## config.mk

```make
export PLATFORM = sky130hd
export DESIGN_NAME = ddr3_capture_ring_flat
export DESIGN_NICKNAME = d
export VERILOG_FILES = /design/src/rtl/ddr3_capture_ring_if.sv /design/src/rtl/ddr3_capture_ring.sv /design/src/flat_wrapper.sv
export SDC_FILE = /design/constraint.sdc
export NUM_CORES = 1
export LEC_CHECK = 0
export ABC_AREA = 1
export ABC_CLOCK_PERIOD_IN_PS = 5500
export BUFFER_PORTS_ARGS = -buffer_cell sky130_fd_sc_hd__buf_2
export CELL_PAD_IN_SITES_DETAIL_PLACEMENT = 1
export CELL_PAD_IN_SITES_GLOBAL_PLACEMENT = 2
export CORE_MARGIN = 10
export CORE_UTILIZATION = 41
export CTS_CLUSTER_SIZE = 8
export DETAILED_ROUTE_END_ITERATION = 10
export HOLD_SLACK_MARGIN = 0.05
export PLACE_DENSITY_LB_ADDON = 0.1
export SLEW_MARGIN = 20
export SYNTH_ARGS = -nofsm -noshare
export SYNTH_HDL_FRONTEND = slang
export SYNTH_SLANG_ARGS = --single-unit
```

## constraint.sdc

```tcl
create_clock -name clk -period 5.5 [get_ports clk]
set_input_delay 1.65 -clock clk [delete_from_list [all_inputs] [get_ports clk]]
set_output_delay 1.65 -clock clk [all_outputs]
set_load 0.005 [all_outputs]
```

## src/rtl/ddr3_capture_ring_if.sv

```systemverilog
// Capture ring bus: listen/strobe/din come from the PHY and controller side; rd_en pops beats.
// The slave modport is the ring; the master modport drives capture and read requests.
interface ddr3_capture_ring_if #(
  parameter int DW = 16
);
  logic          listen;
  logic          strobe;
  logic [DW-1:0] din;
  logic          rd_en;
  logic [DW-1:0] dout;
  logic          dout_valid;
  logic          burst_avail;
  logic          overflow;

  modport master (
    output listen, strobe, din, rd_en,
    input  dout, dout_valid, burst_avail, overflow
  );

  modport slave (
    input  listen, strobe, din, rd_en,
    output dout, dout_valid, burst_avail, overflow
  );
endinterface

```

## src/rtl/ddr3_capture_ring.sv

```systemverilog
// DQS-clocked burst capture into an NSLOT ring; beats pop one per clk, dout registered 1 clk after rd_en, rd_en ignored while no burst is available.
// DQS_DELAY_EN inserts a five-cell CLKBUF2 delay chain on strobe ahead of the filter; listens with no free slot set sticky overflow.
module ddr3_capture_ring #(
  parameter int DW    = 16,
  parameter int BL    = 8,
  parameter int NSLOT = 2
) (
  input logic                clk,
  input logic                reset,
  ddr3_capture_ring_if.slave bus
);
  localparam int HB = BL / 2;
  localparam int CW = $clog2(HB);
  localparam int BW = $clog2(BL);
  localparam int SW = $clog2(NSLOT);

  logic             strobe_d;
  logic             armed;
  logic             fstrobe;
  logic             arm_tog;
  logic             done_tog;
  logic             done_s1;
  logic             done_s2;
  logic             done_seen;
  logic [CW-1:0]    count;
  logic [SW-1:0]    wr_slot;
  logic [SW-1:0]    wr_slot_q;
  logic [SW-1:0]    rd_slot;
  logic [BW-1:0]    rd_beat;
  logic [CW-1:0]    rd_pair;
  logic [SW:0]      alloc_cnt;
  logic [NSLOT-1:0] full;
  logic [DW-1:0]    dout_q;
  logic             dout_valid_q;
  logic             overflow_q;
  logic             busy;
  logic             pop;
  logic             room;
  logic             accept;

  logic [DW-1:0] mem_even [NSLOT*HB];
  logic [DW-1:0] mem_odd  [NSLOT*HB];

`ifdef DQS_DELAY_EN
  logic [5:0] dly;
  assign dly[0] = bus.strobe;
  (* dont_touch = "true" *) CLKBUF2 DELAY0 (.A(dly[0]), .Y(dly[1]));
  (* dont_touch = "true" *) CLKBUF2 DELAY1 (.A(dly[1]), .Y(dly[2]));
  (* dont_touch = "true" *) CLKBUF2 DELAY2 (.A(dly[2]), .Y(dly[3]));
  (* dont_touch = "true" *) CLKBUF2 DELAY3 (.A(dly[3]), .Y(dly[4]));
  (* dont_touch = "true" *) CLKBUF2 DELAY4 (.A(dly[4]), .Y(dly[5]));
  assign strobe_d = dly[5];
`else
  assign strobe_d = bus.strobe;
`endif

  // Armed while an allocation toggle is outstanding; the final falling edge flips done_tog and closes the gate.
  assign armed   = arm_tog ^ done_tog;
  assign fstrobe = strobe_d & armed;

  always_ff @(posedge fstrobe) begin
    mem_even[{wr_slot_q, count}] <= bus.din;
  end

  always_ff @(negedge fstrobe) begin
    mem_odd[{wr_slot_q, count}] <= bus.din;
  end

  always_ff @(negedge fstrobe or posedge reset) begin
    if (reset) begin
      count    <= '0;
      done_tog <= 1'b0;
    end else if (count == CW'(HB - 1)) begin
      count    <= '0;
      done_tog <= ~done_tog;
    end else begin
      count <= count + 1'b1;
    end
  end

  // Busy uses the synchronised completion so a new allocation never races the full-flag update.
  assign busy    = arm_tog ^ done_seen;
  assign pop     = bus.rd_en & full[rd_slot] & (rd_beat == BW'(BL - 1));
  assign room    = (alloc_cnt < (SW + 1)'(NSLOT)) | pop;
  assign accept  = bus.listen & ~busy & room;
  assign rd_pair = rd_beat[BW-1:1];

  always_ff @(posedge clk or posedge reset) begin
    if (reset) begin
      arm_tog      <= 1'b0;
      done_s1      <= 1'b0;
      done_s2      <= 1'b0;
      done_seen    <= 1'b0;
      wr_slot      <= '0;
      wr_slot_q    <= '0;
      rd_slot      <= '0;
      rd_beat      <= '0;
      alloc_cnt    <= '0;
      full         <= '0;
      dout_q       <= '0;
      dout_valid_q <= 1'b0;
      overflow_q   <= 1'b0;
    end else begin
      done_s1   <= done_tog;
      done_s2   <= done_s1;
      done_seen <= done_s2;
      if (done_s2 != done_seen) begin
        full[wr_slot_q] <= 1'b1;
      end

      if (accept) begin
        arm_tog   <= ~arm_tog;
        wr_slot_q <= wr_slot;
        wr_slot   <= wr_slot + 1'b1;
      end else if (bus.listen) begin
        overflow_q <= 1'b1;
      end

      if (accept && !pop) begin
        alloc_cnt <= alloc_cnt + 1'b1;
      end else if (pop && !accept) begin
        alloc_cnt <= alloc_cnt - 1'b1;
      end

      dout_valid_q <= 1'b0;
      if (bus.rd_en && full[rd_slot]) begin
        dout_valid_q <= 1'b1;
        dout_q       <= rd_beat[0] ? mem_odd[{rd_slot, rd_pair}] : mem_even[{rd_slot, rd_pair}];
        rd_beat      <= rd_beat + 1'b1;
        if (pop) begin
          full[rd_slot] <= 1'b0;
          rd_slot       <= rd_slot + 1'b1;
        end
      end
    end
  end

  assign bus.dout        = dout_q;
  assign bus.dout_valid  = dout_valid_q;
  assign bus.burst_avail = full[rd_slot];
  assign bus.overflow    = overflow_q;
endmodule

```

## src/flat_wrapper.sv

```systemverilog
// flat-port wrapper written by rule: the top's interface ports become plain ports
module ddr3_capture_ring_flat 
#(
  parameter int DW    = 16,
  parameter int BL    = 8,
  parameter int NSLOT = 2
)
  (clk, reset, bus_listen, bus_strobe, bus_din, bus_rd_en, bus_dout, bus_dout_valid, bus_burst_avail, bus_overflow);
  ddr3_capture_ring_if #(.DW(DW)) bus_i ();
  input logic clk;
  input logic reset;
  input wire logic [$bits(bus_i.listen)-1:0] bus_listen;
  input wire logic [$bits(bus_i.strobe)-1:0] bus_strobe;
  input wire logic [$bits(bus_i.din)-1:0] bus_din;
  input wire logic [$bits(bus_i.rd_en)-1:0] bus_rd_en;
  output wire logic [$bits(bus_i.dout)-1:0] bus_dout;
  output wire logic [$bits(bus_i.dout_valid)-1:0] bus_dout_valid;
  output wire logic [$bits(bus_i.burst_avail)-1:0] bus_burst_avail;
  output wire logic [$bits(bus_i.overflow)-1:0] bus_overflow;
  assign bus_i.listen = bus_listen;
  assign bus_i.strobe = bus_strobe;
  assign bus_i.din = bus_din;
  assign bus_i.rd_en = bus_rd_en;
  assign bus_dout = bus_i.dout;
  assign bus_dout_valid = bus_i.dout_valid;
  assign bus_burst_avail = bus_i.burst_avail;
  assign bus_overflow = bus_i.overflow;
  ddr3_capture_ring #(.DW(DW), .BL(BL), .NSLOT(NSLOT)) u_core (.clk(clk), .reset(reset), .bus(bus_i));
endmodule
```

== Yosys cells after proc, flatten, opt, wreduce, memory -nomap -nowiden ==
Memories as Yosys holds them, arrays and structs flattened.
Cells that the tools add are included.
Operators by class
  add/sub/neg operators: 6
  $lt $le $gt $ge: 5
  equal/unequal tests: 3
  mux-type cells: 14
  bitwise operators: 15
  reductions and logical operators: 10
Operator list (number)
  $mux 16: 1
  $mux 2: 6
  $and 1x1->1: 5
  $logic_and 1x1->1: 5
  $mux 1: 5
  $add 2x1->2 const B: 2
  $lt 1x2->1 const B: 2
  $not 1->1: 4
  $reduce_and 2->1: 2
  $add 3x1->3 const B: 1
  $eq 3x3->1 const B: 1
  $add 1x1->1 const B: 2
  $and 2x2->2: 1
  $demux 1 s1: 2
  $eq 2x2->1 const B: 1
  $ge 1x1->1 const B: 2
  $logic_not 1->1: 2
  $lt 2x2->1 const B: 1
  $not 2->2: 1
  $or 2x2->2: 1
  $reduce_bool 2->1: 1
  $sub 2x1->2 const B: 1
  $xor 1x1->1: 2
  $ne 1x1->1: 1
  $or 1x1->1: 1
Word-level totals
  register bits after elaboration: 35
  bits in writable memories: 256
  memories kept: 2
Memories
  u_core.mem_even: words 8, bits a word 16, read ports 1, clocked after memory_dff 0, wr ports 1, RTL line ddr3_capture_ring.sv:41  | logic [DW-1:0] mem_even [NSLOT*HB];
  u_core.mem_odd: words 8, bits a word 16, read ports 1, clocked after memory_dff 0, wr ports 1, RTL line ddr3_capture_ring.sv:42  | logic [DW-1:0] mem_odd [NSLOT*HB];

== Depth between registers and ports, before layout ==
Gate-level depths: netlist of the first run.
  depth after elaboration: 10
  depth in mapped cells: 13
  gate-level depth less buffers: 12

==> impl_metrics.env, run 1 <==
export IMPL_status="finished, final reports clean"
export IMPL_p_int_mw=1.78
export IMPL_nFillCells=3108
export IMPL_cpMostUsedCell="nand2_1"
export IMPL_synth_area_um2=12000
export IMPL_wl_per_cell_um=19.7
export IMPL_layout_worst_path_cycle_share_pct=56.2
export IMPL_layout_setup_ws_ps=2410
export IMPL_core_um2=28800
export IMPL_synthSimpleGateAreaFrac_pct=17.8
export IMPL_cts_resized=0
export IMPL_crit_required_ps=5680
export IMPL_hold_violations=0
export IMPL_relSlewSlack_pct=32.9
export IMPL_finalSetupViolations=0
export IMPL_p_switching_mw=1.77
export IMPL_grt_pass1_wl_um=45700
export IMPL_cp_max_fo=81
export IMPL_rsz0062_at_grt="false"
export IMPL_diodes=0
export IMPL_cp_num_buf_inv=2
export IMPL_io_pins=40
export IMPL_post_cts_setup_buffers=0
export IMPL_worst_path_max_delay_cell="dfrtp_4"
export IMPL_antenna_found_initial=0
export IMPL_topRoutingLayerUsed="met4"
export IMPL_vias=7465
export IMPL_tightest_slew_ps=1010
export IMPL_drt_total_wl_um=29000
export IMPL_synthXorXnorAreaFrac_pct=0.437
export IMPL_first_iter_violations=423
export IMPL_ir_worst_vdd_uv=175
export IMPL_pre_cts_slack_ps=2120
export IMPL_most_common_layout_cells="265 x nand2_1, 256 x edfxtp_1, 146 x nand3_1"
export IMPL_drc=0
export IMPL_syn_avg_cell_area_um2=11.2
export IMPL_end_kind="register"
export IMPL_start_util_pct=41.7
export IMPL_grt_use_total_pct=16.0
export IMPL_power_mw=3.55
export IMPL_instances_no_fill=1471
export IMPL_met1_length_um=14100
export IMPL_grt_max_degree=117
export IMPL_synth_compound_area_share_pct=3.46
export IMPL_clk_pin_slew_ps=60
export IMPL_worstPathArrival_ps=3270
export IMPL_drive_gt1_share_pct=8.28
export IMPL_critical_path_top_delay_family="buffers and inverters"
export IMPL_first_global_vias=7784
export IMPL_cts_buffers_inserted=5
export IMPL_final_core_util_pct=44.4
export IMPL_multiInputGateArea_um2=2700
export IMPL_synth_fa_ha_area_share_pct=0.417
export IMPL_max_stage_delay_ps=780
export IMPL_netlist_instances=1075
export IMPL_holdBufCountCts=0
export IMPL_regArea_um2=8570
export IMPL_start_kind="register"
export IMPL_wl_met2_um=14100
export IMPL_cts_path_max_buffers=2
export IMPL_die_w_um=191
export IMPL_layout_commonest_cell="nand2_1"
export IMPL_first_pass_iters=4
export IMPL_seq_area_frac_synth_pct=71.3
export IMPL_cts_root_buf="clkbuf_16"
export IMPL_finalSetupTns_ps=0
export IMPL_synthMuxAreaShare_pct=0
export IMPL_gp_congestion=0.728
export IMPL_maxCapViolations=0
export IMPL_clkLatencyLatePin_ps=290
export IMPL_crit_type="reg2reg"
export IMPL_combPwrFrac_pct=56.6
export IMPL_final_min_clock_period_ps=3090
export IMPL_max_clock_freq_ghz=0.324
export IMPL_dpl_cell_count=1462
export IMPL_drv_slew=0
export IMPL_dpl_hpwl_um=15800
export IMPL_areaGrowthSynthToFinish_pct=6.24
export IMPL_hp_class="reg2reg"
export IMPL_powerDensity_nw_per_um2=278
export IMPL_postRouteAntennaNets=0
export IMPL_p_seq_share_pct=35.3
export IMPL_yosysWarnings=0
export IMPL_untimed_endpoints=516
export IMPL_path_cells="clkinv_2, buf_4, nand2_1, nand2_1, nand2_1, nand3_1, nand3_1, nand2_1, nand2_1, nand2_1"
export IMPL_finalClockSkew_ps=4.59
export IMPL_synth_nets=1100
export IMPL_die_area_um2=36600
export IMPL_dieHeight_um=191
export IMPL_route_met3_wl_um=665
export IMPL_clockPowerShare_pct=8.1
export IMPL_row_count=62
export IMPL_ys_ff_latch=291
export IMPL_ys_types=30
export IMPL_swShare_pct=49.9
export IMPL_cts_tree="built"
export IMPL_synth_top_family_by_area="simple AND/OR/NAND/NOR gates"
export IMPL_post_drt_via_cell_ratio=5.07
export IMPL_io_buffer_count=39
export IMPL_unclocked_regs=259
export IMPL_grt_overflow=0
export IMPL_final_nets=1111
export IMPL_htreeDepth=2
export IMPL_p_leak_nw=5.11
==> metal layers <==
layer / vias to the layer above / global-route usage (%)
met5: - / 0
met2: 56 / 28.0
met3: 7 / 1.73
met1: 3835 / 21.9
li1: 3567 / -
met4: 0 / 1.38
==> flip-flops by register name, summed over array words and instances, names as in the netlist <==
signal,flops
u_core.rd_slot,1
u_core.mem_even,128
u_core.bus.overflow,1
u_core.bus.dout_valid,1
u_core.count,2
u_core.bus.dout,16
u_core.done_seen,1
u_core.full,2
u_core.done_s2,1
u_core.rd_beat,3
u_core.arm_tog,1
u_core.done_s1,1
u_core.wr_slot_q,1
u_core.alloc_cnt,2
u_core.mem_odd,128
u_core.done_tog,1
u_core.wr_slot,1
==> area by class of cell <==
cell class | count | share of cell area, %
sequential | 291 | 67.1
multi-input combinational | 592 | 21.1
inverter | 139 | 4.13
tap | 384 | 3.76
timing repair buffer | 57 | 2.72
clock buffer | 5 | 0.980
clock inverter | 3 | 0.147
==> per-stage QoR <==
stage	instance area, um2	hold slack, ps
floorplan	12000	331
global placement	12600	339
detailed placement	12600	339
CTS	12700	354
global route	12800	370
finish	12800	351
==> cell families after synthesis <==
kind of cell,count (synthesis)
adder cells (fa/ha/maj),4
AO/OA/AOI/OAI,73
flip-flops,291
AND/OR/NAND/NOR,509
XOR/XNOR,6
buffers and inverters,192
==> path summary, 6_finish.rpt <==
check	startpoint	to	slack, ps	depth (start not counted)
worst min register to register	u_core.done_s1	u_core.done_s2	350	0
worst max-delay path	u_core.rd_beat[1]	u_core.bus.dout[2]	2410	10
max in group asynchronous	reset	u_core.rd_beat[1]	3630	3
min in group asynchronous	reset	u_core.alloc_cnt[0]	1470	3
worst min-delay path	u_core.done_s1	u_core.done_s2	350	0
worst max register to register	u_core.rd_beat[1]	u_core.bus.dout[2]	2410	10
==> synth_stat cells <==
cell      count  area (um2)
o21ai_1       4        20.0
dfrtn_1       3        75.1
nor3_1        8        40.0
nor2_2        2        12.5
nand2_2       3        18.8
xnor2_1       3        26.3
dfrtp_1      32         801
buf_2        25         125
clkinv_2      1        5.00
nand2_1     265         995
o21ai_4       1        16.3
inv_1       135         507
nor2_1       82         308
o21ai_0      49         245
clkinv_1      1        3.75
buf_6         4        45.0
edfxtp_1    256        7690
inv_2         1        3.75
ha_1          4        50.1
a21oi_1       3        15.0
nand3_1     146         731
inv_4         1        6.26
o211ai_1     15         113
o22ai_1       1        6.26
xor2_1        3        26.3
clkbuf_1     18        67.6
buf_4         4        30.0
or2_2         1        6.26
nand2_4       2        22.5
buf_1         2        7.51
==> power groups by stage <==
stage	clock network, mW	logic (mW)	registers (mW)
6_report	0.289	2.01	1.25
5_1_grt	0.310	2.32	1.28
4_1_cts	0.295	2.06	1.26
3_5_place_dp	0	2.05	1.26
3_3_place_gp	0	2.04	1.26
2_1_floorplan	0	1.45	1.14
No activity file was read; power rests on OpenSTA's default activity.
==> run 2: changes to the inputs <==
--- a/config.mk
+++ b/config.mk
@@ -6,12 +6,12 @@
 export NUM_CORES = 1
 export LEC_CHECK = 0
 export ABC_AREA = 1
-export ABC_CLOCK_PERIOD_IN_PS = 5500
+export ABC_CLOCK_PERIOD_IN_PS = 2800
 export BUFFER_PORTS_ARGS = -buffer_cell sky130_fd_sc_hd__buf_2
 export CELL_PAD_IN_SITES_DETAIL_PLACEMENT = 1
 export CELL_PAD_IN_SITES_GLOBAL_PLACEMENT = 2
 export CORE_MARGIN = 10
-export CORE_UTILIZATION = 41
+export CORE_UTILIZATION = 38
 export CTS_CLUSTER_SIZE = 8
 export DETAILED_ROUTE_END_ITERATION = 10
 export HOLD_SLACK_MARGIN = 0.05
==> constraint.sdc (replaced) <==
create_clock -name clk -period 2.8 [get_ports clk]
set_input_delay 0.84 -clock clk [delete_from_list [all_inputs] [get_ports clk]]
set_output_delay 0.84 -clock clk [all_outputs]
set_load 0.005 [all_outputs]
==> run 2 against run 1 <==
Net effect:
- critical path depth unchanged
- cell area rose by 1.5%
- via count fell by 0.67%
- highest routed layer unchanged
- utilization decreased by 3.1 points
- clock power up 130%
- cell count increased by 2.1%
- total power rose by 110%
- critical endpoint is now u_core.alloc_cnt[1]
- routed wire length grew 4.8%
- die area increased by 7.1%
- clock skew about the same
- fmax increased by 48%
==> impl_metrics.env, run 2 (synthesis gave the netlist of run 1 again) <==
export IMPL_antenna_found_initial=0
export IMPL_finalSetupTns_ps=0
export IMPL_finalClockSkew_ps=4.10
export IMPL_startpoint="u_core.rd_beat[1]"
export IMPL_layout_worst_path_cycle_share_pct=74.7
export IMPL_max_stage_delay_ps=510
export IMPL_ir_worst_vdd_uv=437
export IMPL_critical_path_top_delay_family="adder cells"
export IMPL_powerDensity_nw_per_um2=566
export IMPL_drv_slew=0
export IMPL_first_iter_violations=394
export IMPL_post_cts_setup_buffers=0
export IMPL_hp_start="u_core.done_s1"
export IMPL_nFillCells=3449
export IMPL_ff2ff_path_depth=10
export IMPL_status="finished, final reports clean"
export IMPL_hold_violations=0
export IMPL_grt_pass1_wl_um=47200
export IMPL_post_drt_via_cell_ratio=4.94
export IMPL_dpl_hpwl_um=17200
export IMPL_clkLatencyLatePin_ps=290
export IMPL_start_util_pct=38.3
export IMPL_path_cells="ha_1, ha_1, nand2_4, nand2_2, nand2_2, clkinv_2, ha_1, a21oi_1, o21ai_0, xnor2_1"
export IMPL_clk_pin_slew_ps=60
export IMPL_hold_path_end="u_core.done_s2"
export IMPL_cts_path_max_buffers=2
export IMPL_cp_num_buf_inv=1
export IMPL_grt_max_degree=108
export IMPL_htreeDepth=2
export IMPL_p_leak_nw=5.20
export IMPL_wl_per_cell_um=20.3
export IMPL_postRouteAntennaNets=0
export IMPL_die_area_um2=39100
export IMPL_diodes=0
export IMPL_hold_depth=0
export IMPL_drc=0
export IMPL_final_min_clock_period_ps=2090
export IMPL_finalSetupViolations=0
export IMPL_io_pins=40
export IMPL_drive_gt1_share_pct=9.27
export IMPL_worstPathArrival_ps=2270
export IMPL_hp_class="reg2reg"
export IMPL_final_design_area_no_fill_um2=13000
export IMPL_rsz0062_at_grt="false"
export IMPL_placed_area_um2=12800
export IMPL_gp_congestion=0.688
export IMPL_crit_type="reg2reg"
export IMPL_start_kind="register"
export IMPL_crit_required_ps=2970
export IMPL_first_pass_iters=4
export IMPL_worst_path_max_delay_cell="dfrtp_4"
export IMPL_layout_commonest_cell="nand2_1"
export IMPL_max_clock_freq_ghz=0.478
export IMPL_end_kind="register"
export IMPL_core_um2=31400
export IMPL_die_w_um=198
export IMPL_cp_max_fo=6
export IMPL_r2r_end="u_core.alloc_cnt[1]"
export IMPL_cts_tree="built"
export IMPL_holdBufCountCts=0
export IMPL_cpMostUsedCell="ha_1"
export IMPL_cts_buffers_inserted=5
export IMPL_row_count=65
export IMPL_io_buffer_count=39
export IMPL_most_common_layout_cells="265 x nand2_1, 256 x edfxtp_1, 146 x nand3_1"
export IMPL_untimed_endpoints=516
export IMPL_ff2ff_setup_slack_ps=710
export IMPL_relSlewSlack_pct=31.0
export IMPL_dieHeight_um=198
export IMPL_grt_overflow=0
export IMPL_areaGrowthSynthToFinish_pct=7.79
export IMPL_tightest_slew_ps=1030
export IMPL_first_global_vias=7659
export IMPL_cts_root_buf="clkbuf_16"
export IMPL_vias=7415
export IMPL_drt_total_wl_um=30400
export IMPL_r2r_start="u_core.rd_beat[1]"
export IMPL_cts_resized=0
export IMPL_grt_use_total_pct=15.7
export IMPL_final_nets=1124
export IMPL_unclocked_regs=259
export IMPL_maxCapViolations=0
[run 2: cell count changes in the layout (fill, tap and decap cells not counted)]
cell,change
buf_12,+4
buf_4,+10
buf_6,-1
bufinv_16,+1
clkbuf_1,+1
clkinv_2,-1
clkinv_4,-1
[run 2: final cells by class]
| type | instances | area (um2) | area share, % |
|---|---|---|---|
| Clock buffer | 6 | 129 | 0.995 |
| Sequential cell | 291 | 8570 | 66.2 |
| Tap cell | 402 | 503 | 3.88 |
| Multi-Input combinational cell | 592 | 2700 | 20.8 |
| Clock inverter | 2 | 35.0 | 0.271 |
| Inverter | 139 | 527 | 4.07 |
| Timing Repair Buffer | 70 | 490 | 3.79 |
[run 2: where the power goes]
| part | internal, mW | switching (mW) |
|---|---|---|
| sequential | 2.05 | 0.223 |
| clock | 0.419 | 0.235 |
| combinational | 1.28 | 3.13 |
| total | 3.74 | 3.59 |
[run 2: worst max-delay path by stage]
stage                     cells past startpoint                   to
final                                        10  u_core.alloc_cnt[1]
after global routing                         10  u_core.alloc_cnt[1]
after CTS                                    10  u_core.alloc_cnt[1]
after detailed placement                     11  u_core.alloc_cnt[1]
after global placement                       11  u_core.alloc_cnt[1]
after floorplan                              10  u_core.alloc_cnt[1]
[run 2: metrics by stage]
stage	hold WS (ps)	std cells	setup WS [ps]	power, mW	utilization (%)
finish	349	1502	707	7.33	41.3
global route	356	1502	607	8.02	41.3
CTS	349	1502	696	7.50	41.3
detailed placement	336	1494	424	6.82	40.7
global placement	337	1494	447	6.77	40.7
floorplan	331	1075	755	5.08	-
[run 2: worst reg2reg max path: cells and delay by family (launching register included)]
family / cells / cell delay (ps)
fa+ha+maj: 3 / 740
flops: 1 / 510
simple gates: 3 / 290
compound gates: 2 / 220
xor+xnor: 1 / 140
buf+inv: 1 / 90
[run 2: metal layers]
layer	vias to the layer above	routed length, um	global-route usage (%)
met1	3750	14800	22.0
met3	7	549	1.14
met4	0	79	1.34
li1	3591	-	-
met2	67	15000	27.2
met5	-	0	0
